**src/rtl/conv_pkg.sv**
```systemverilog
// Shared definitions for the conv_2d datapath and its feeder.
package conv_pkg;

  localparam int DATA_WIDTH = 8;
  localparam int KNL_TAPS   = 9;
  localparam int KNL_COLS   = 3;

  typedef enum logic [1:0] {
    KNL_CAP  = 2'd0,
    KNL_LOAD = 2'd1,
    FILL     = 2'd2,
    STREAM   = 2'd3
  } feeder_state_e;

endpackage

```
**src/rtl/line_buffer_2row.sv**
```systemverilog
// Two-row pixel history for the feeder: indexed read of both rows at one
// column, with an optional top<-mid shift and a mid write at that column.
module line_buffer_2row #(
  parameter int DATA_WIDTH  = 8,
  parameter int IMAGE_WIDTH = 12
) (
  input  logic                           clk,
  input  logic [$clog2(IMAGE_WIDTH)-1:0] i_col,
  input  logic                           i_wr_mid,
  input  logic                           i_shift_top,
  input  logic [DATA_WIDTH-1:0]          i_px,
  output logic [DATA_WIDTH-1:0]          o_top,
  output logic [DATA_WIDTH-1:0]          o_mid
);

  logic [DATA_WIDTH-1:0] top_q [IMAGE_WIDTH];
  logic [DATA_WIDTH-1:0] top_d [IMAGE_WIDTH];
  logic [DATA_WIDTH-1:0] mid_q [IMAGE_WIDTH];
  logic [DATA_WIDTH-1:0] mid_d [IMAGE_WIDTH];

  assign o_top = top_q[i_col];
  assign o_mid = mid_q[i_col];

  always_comb begin
    top_d = top_q;
    mid_d = mid_q;
    if (i_shift_top) top_d[i_col] = mid_q[i_col];
    if (i_wr_mid)    mid_d[i_col] = i_px;
  end

  // Contents are don't-care until rows 0/1 of a frame have been written.
  always_ff @(posedge clk) begin
    top_q <= top_d;
    mid_q <= mid_d;
  end

endmodule

```
**src/rtl/conv_2d_feeder.sv**
```systemverilog
// Kernel capture/replay and 3-row window generation in front of conv_2d.
//   state    | meaning
//   KNL_CAP  | accept 9 serial coefficients, pixels ignored
//   KNL_LOAD | replay kernel as 3 column-loads, inputs not accepted
//   FILL     | rows 0..1, pixels only fill the line buffers
//   STREAM   | rows 2..H-1, one window column out per accepted pixel
module conv_2d_feeder #(
  parameter int DATA_WIDTH   = conv_pkg::DATA_WIDTH,
  parameter int IMAGE_WIDTH  = 12,
  parameter int IMAGE_HEIGHT = 3
) (
  input  logic                  clk,
  input  logic                  i_nrst,
  input  logic                  i_knl_valid,
  input  logic [DATA_WIDTH-1:0] i_knl,
  input  logic                  i_px_valid,
  input  logic [DATA_WIDTH-1:0] i_pixel,
  output logic                  o_ready,
  output logic                  o_load_knl,
  output logic                  o_en_conv,
  output logic [DATA_WIDTH-1:0] o_data1,
  output logic [DATA_WIDTH-1:0] o_data2,
  output logic [DATA_WIDTH-1:0] o_data3,
  output logic                  o_frame_done
);
  import conv_pkg::*;

  localparam int CW = $clog2(IMAGE_WIDTH);
  localparam int RW = $clog2(IMAGE_HEIGHT);
  localparam logic [CW-1:0] COL_LAST = CW'(IMAGE_WIDTH - 1);
  localparam logic [RW-1:0] ROW_LAST = RW'(IMAGE_HEIGHT - 1);

  feeder_state_e         state_q, state_d;
  logic [3:0]            knl_cnt_q, knl_cnt_d;
  logic [1:0]            ld_cnt_q, ld_cnt_d;
  logic [CW-1:0]         col_q, col_d;
  logic [RW-1:0]         row_q, row_d;
  logic [DATA_WIDTH-1:0] knl_q [KNL_TAPS];
  logic [DATA_WIDTH-1:0] knl_d [KNL_TAPS];
  logic                  load_knl_q, load_knl_d;
  logic                  en_conv_q, en_conv_d;
  logic                  frame_done_q, frame_done_d;
  logic [DATA_WIDTH-1:0] data1_q, data1_d, data2_q, data2_d, data3_q, data3_d;

  logic                  lb_wr_mid, lb_shift_top;
  logic [DATA_WIDTH-1:0] lb_top, lb_mid;
  logic [3:0]            tap;
  logic                  at_last_col, at_last_px;

  line_buffer_2row #(
    .DATA_WIDTH (DATA_WIDTH),
    .IMAGE_WIDTH(IMAGE_WIDTH)
  ) u_lb (
    .clk        (clk),
    .i_col      (col_q),
    .i_wr_mid   (lb_wr_mid),
    .i_shift_top(lb_shift_top),
    .i_px       (i_pixel),
    .o_top      (lb_top),
    .o_mid      (lb_mid)
  );

  assign tap         = {2'b00, ld_cnt_q};
  assign at_last_col = (col_q == COL_LAST);
  assign at_last_px  = at_last_col && (row_q == ROW_LAST);

  always_comb begin
    state_d      = state_q;
    knl_cnt_d    = knl_cnt_q;
    ld_cnt_d     = ld_cnt_q;
    col_d        = col_q;
    row_d        = row_q;
    knl_d        = knl_q;
    load_knl_d   = 1'b0;
    en_conv_d    = 1'b0;
    frame_done_d = 1'b0;
    data1_d      = data1_q;
    data2_d      = data2_q;
    data3_d      = data3_q;
    lb_wr_mid    = 1'b0;
    lb_shift_top = 1'b0;
    case (state_q)
      KNL_CAP: begin
        if (i_knl_valid) begin
          knl_d[knl_cnt_q] = i_knl;
          if (knl_cnt_q == 4'(KNL_TAPS - 1)) begin
            // First column needs only k1/k4/k7, already stored, so the
            // load window opens on the very next cycle.
            knl_cnt_d  = 4'd0;
            ld_cnt_d   = 2'd1;
            load_knl_d = 1'b1;
            data1_d    = knl_q[0];
            data2_d    = knl_q[KNL_COLS];
            data3_d    = knl_q[2*KNL_COLS];
            state_d    = KNL_LOAD;
          end else begin
            knl_cnt_d = knl_cnt_q + 4'd1;
          end
        end
      end
      KNL_LOAD: begin
        if (ld_cnt_q == 2'(KNL_COLS)) begin
          ld_cnt_d = 2'd0;
          col_d    = '0;
          row_d    = '0;
          state_d  = FILL;
        end else begin
          load_knl_d = 1'b1;
          ld_cnt_d   = ld_cnt_q + 2'd1;
          data1_d    = knl_q[tap];
          data2_d    = knl_q[tap + 4'd3];
          data3_d    = knl_q[tap + 4'd6];
        end
      end
      FILL: begin
        if (i_knl_valid && (row_q == '0) && (col_q == '0)) begin
          knl_d[0]  = i_knl;
          knl_cnt_d = 4'd1;
          state_d   = KNL_CAP;
        end else if (i_px_valid) begin
          lb_wr_mid    = 1'b1;
          lb_shift_top = (row_q != '0);
          if (at_last_col) begin
            col_d = '0;
            row_d = row_q + RW'(1);
            if (row_q == RW'(1)) state_d = STREAM;
          end else begin
            col_d = col_q + CW'(1);
          end
        end
      end
      STREAM: begin
        if (i_px_valid) begin
          en_conv_d    = 1'b1;
          data1_d      = lb_top;
          data2_d      = lb_mid;
          data3_d      = i_pixel;
          lb_wr_mid    = 1'b1;
          lb_shift_top = 1'b1;
          if (at_last_px) begin
            frame_done_d = 1'b1;
            col_d        = '0;
            row_d        = '0;
            state_d      = FILL;
          end else if (at_last_col) begin
            col_d = '0;
            row_d = row_q + RW'(1);
          end else begin
            col_d = col_q + CW'(1);
          end
        end
      end
      default: state_d = KNL_CAP;
    endcase
  end

  always_ff @(posedge clk or negedge i_nrst) begin
    if (!i_nrst) begin
      state_q      <= KNL_CAP;
      knl_cnt_q    <= '0;
      ld_cnt_q     <= '0;
      col_q        <= '0;
      row_q        <= '0;
      for (int i = 0; i < KNL_TAPS; i++) knl_q[i] <= '0;
      load_knl_q   <= 1'b0;
      en_conv_q    <= 1'b0;
      frame_done_q <= 1'b0;
      data1_q      <= '0;
      data2_q      <= '0;
      data3_q      <= '0;
    end else begin
      state_q      <= state_d;
      knl_cnt_q    <= knl_cnt_d;
      ld_cnt_q     <= ld_cnt_d;
      col_q        <= col_d;
      row_q        <= row_d;
      knl_q        <= knl_d;
      load_knl_q   <= load_knl_d;
      en_conv_q    <= en_conv_d;
      frame_done_q <= frame_done_d;
      data1_q      <= data1_d;
      data2_q      <= data2_d;
      data3_q      <= data3_d;
    end
  end

  assign o_ready      = (state_q != KNL_LOAD);
  assign o_load_knl   = load_knl_q;
  assign o_en_conv    = en_conv_q;
  assign o_frame_done = frame_done_q;
  assign o_data1      = data1_q;
  assign o_data2      = data2_q;
  assign o_data3      = data3_q;

endmodule

```
**config.mk**
```make
export PLATFORM = sky130hd
export DESIGN_NAME = conv_2d_feeder
export DESIGN_NICKNAME = d
export VERILOG_FILES = /design/src/rtl/conv_pkg.sv /design/src/rtl/line_buffer_2row.sv /design/src/rtl/conv_2d_feeder.sv
export SDC_FILE = /design/constraint.sdc
export NUM_CORES = 1
export LEC_CHECK = 0
export CORE_MARGIN = 2
export CORE_UTILIZATION = 40
export CTS_CLUSTER_DIAMETER = 80
export DETAILED_ROUTE_END_ITERATION = 8
export GPL_TIMING_DRIVEN = 0
export PLACE_DENSITY_LB_ADDON = 0.2
export RECOVER_POWER = 100
export SETUP_SLACK_MARGIN = 0.05
export SYNTH_ARGS = -nofsm -noshare
export SYNTH_HDL_FRONTEND = slang
export SYNTH_HIERARCHICAL = 1
export SYNTH_SLANG_ARGS = --single-unit
```
**constraint.sdc**
```tcl
create_clock -name clk -period 3.56 [get_ports clk]
set_clock_uncertainty 0.1 [all_clocks]
set_input_delay 0.356 -clock clk [delete_from_list [all_inputs] [get_ports clk]]
set_output_delay 0.356 -clock clk [all_outputs]
set_load 0.1 [all_outputs]
```
==> summary.txt <==
Yosys
  • EDFF count, synth: 192
  • Yosys reg bits: 305
  • Count leader, synth: edfxtp_1
  • Syn avg cell area: 15.35 sq um
  • Yosys cell types: 53
  • Main synth FF type: edfxtp_1
  • Fraction of registers with async set/reset: 37.05%
  • Syn_nets: 905
  • Yosys warns: 6
  • Seq/Total Area, Yosys: 64.05%
  • Post-Syn Area: 13420 sq um
  • Synth Instances: 874
  • Yosys top cell area share: 42.97%
  • Post-synth top cells: edfxtp_1 (192), nand2_1 (123), dfrtp_1 (113)
  • Synth area leader: edfxtp_1
  • Synth area leaders: edfxtp_1 (43%), dfrtp_1 (21%), mux4_2 (12%)

Global route
  • Initial antenna violation count: 0
  • First-pass GRT wire length: 51040 um
  • Vias in the first global route: 8069
  • Largest net degree at the start of global routing: 91
  • GRT Total Usage: 19.56%
  • Grt total ovfl: 0

Setup path
  • Setup crit end: o_data1[7]$_DFFE_PN0P_
  • Worst path required time: 3.85 ns
  • Launching point of the worst reg2reg path: knl_cnt_q[0]$_DFFE_PN0P_
  • Critical Path AT: 3.49 ns
  • Worst R2R End: o_data1[7]$_DFFE_PN0P_
  • Setup CP Type: flip-flop to flip-flop
  • Setup slack, reg-to-reg: 0.36 ns
  • Worst-path fanout max: 10
  • R2r worst-path depth: 8
  • CP Launch Point: knl_cnt_q[0]$_DFFE_PN0P_
  • Crit end category: flip-flop
  • CP startpoint kind: flip-flop

CTS
  • Htree depth: 2
  • Clock slew at reported path FFs: 0.06 ns
  • Clk buf depth: 3
  • Clock Sinks: 305
  • Clock latency on the worst-skew pair: 0.53 ns
  • CTS tree: yes
  • # Post-CTS Setup Buffers: 0
  • Clk root buf: clkbuf_16
  • CTS Buf Count: 34

STA
  • Max Clk Rate: 312.5 MHz
  • Final critical-path setup slack: 0.3601 ns
  • Fin crit share: 89.88%
  • Worst-Margin Slew: 1.311 ns
  • Final hold viol count: 0
  • RSZ-0062 raised after global routing: false
  • Fin Setup TNS: 0 ns
  • Final slew viol count: 0
  • Setup violations, final: 0
  • Post-layout minimum cycle time: 3.200 ns
  • Hold slack final: 0.1244 ns
  • Rel. slew slack: 12.61%

Die
  • Die span in y: 187.1 um
  • Initial Util: 40.31%
  • Io pins: 48
  • Num rows: 67
  • Die area: 35020 sq um
  • DIE WIDTH: 187.1 um
  • Core box area: 33280 sq um

Placement
  • Placed cells: 1362
  • Pre-CTS WS: 0.3756 ns
  • Detailed placement HPWL: 22860 um
  • Port Buffer Count: 39
  • Final RePlAce weighted congestion: 0.8474
  • Area after DPL: 14400 sq um

Detailed routing
  • Via count: 7854
  • Drt total wl: 33610 um
  • Drt pass-1 iters: 5
  • First DRT Iteration DRCs: 453
  • Final ANT Viol Nets: 0
  • Vias per inst: 5.519
  • DRC Markers: 0
  • Routed len/inst: 23.62 um

Pwr
  • Total power: 13.14 mW
  • P_leak: 5.629 nW
  • Peak VDD IR: 690.4 uV
  • PD cells: 854.3 nW/um^2

Min path
  • Hold/Removal Path Class: primary input to flip-flop

Final layout
  • Non-filler cells, final: 1423
  • Util after Layout: 46.21%
  • Final #Nets: 982
  • N_diodes: 0
  • Final instance area: 15380 sq um
  • Layout cells sized above 1: 21.44%
  • Area grow syn2layout: 14.63%

Status
  • Status: finished clean

Run
  • Maxcap violations: 0
cell usage in the layout, fill, tap and decap left out, types with 16 or more instances in the layout:
master,Yosys,routed
a22oi_1,16,16
a31oi_1,20,20
clkbuf_1,29,46
clkbuf_16,0,34
dfrtp_1,113,113
dlygate4sd3_1,0,36
edfxtp_1,192,192
inv_1,20,20
mux2_2,64,64
mux2i_1,18,18
mux4_2,72,72
nand2_1,123,123
nor2_1,51,52
metal layers:
layer  global-route usage [%]  wire [um]
met5                        0          0
met4                    5.830        835
met3                    2.645       1348
met2                    32.66      16470
met1                    26.87      14950
registers in the layout, indices dropped and copies added (netlist names):
name	count
row_q	2
o_load_knl	1
o_data2	8
o_en_conv	1
u_lb/mid_q	96
o_data3	8
col_q	4
ld_cnt_q	2
knl_cnt_q	4
o_data1	8
u_lb/top_q	96
o_frame_done	1
state_q	2
knl_q	72
worst max-delay path, cell delays in order, from the launching register on:
cell and delay (ns):
dfrtp_1 0.45, inv_1 0.11, ha_1 0.27, nand4b_1 0.17, nor3_1 0.86, or2_1 0.20
buf_2 0.21, clkbuf_2 0.32, mux2_1 0.36
cell type report:
class / count / area [sq um]
flip-flops and latches: 305 / 8593
plain buffers: 59 / 297.8
inverters: 20 / 75.07
fillers: 2970 / 17900
well taps: 448 / 560.5
clock buffers: 48 / 963.4
clock inverters: 12 / 78.83
repair buffers: 41 / 395.4
multi-input cells: 490 / 4415
cells by family (layout without fill, tap and decap cells):
kind of cell,Yosys count,in the layout,share of synthesized area (%)
AND/OR/NAND/NOR,224,224,7.302
flip-flops,305,305,64.05
buffers and inverters,79,180,2.854
AO/OA/AOI/OAI,93,93,5.185
multiplexers,162,162,19.58
adder cells (fa/ha/maj),11,11,1.026
timing repair:
item,CTS,global route
gates resized for setup,1,0
hold endpoints to repair,61,0
setup endpoints to repair,1,0
hold buffers,1,0
how the worst min path moves through the flow:
stage,depth (start not counted),start,slack [ns],end
floorplan,0,i_nrst,-0.04,col_q[0]$_DFFE_PN0P_
global placement,2,knl_q[6]$_DFFE_PN0P_,0.36,knl_q[6]$_DFFE_PN0P_
detailed placement,1,i_nrst,0.13,knl_q[25]$_DFFE_PN0P_
CTS,3,i_knl[7],0.12,knl_q[7]$_DFFE_PN0P_
global route,3,i_knl[7],0.17,knl_q[7]$_DFFE_PN0P_
finish,3,i_knl[7],0.12,knl_q[7]$_DFFE_PN0P_
power breakdown:
part	switching [mW]	internal, mW
registers	0.487	4.46
logic	3.00	1.90
clock network	1.39	1.89
total	4.88	8.26
Power figures use the tool's default switching activity.
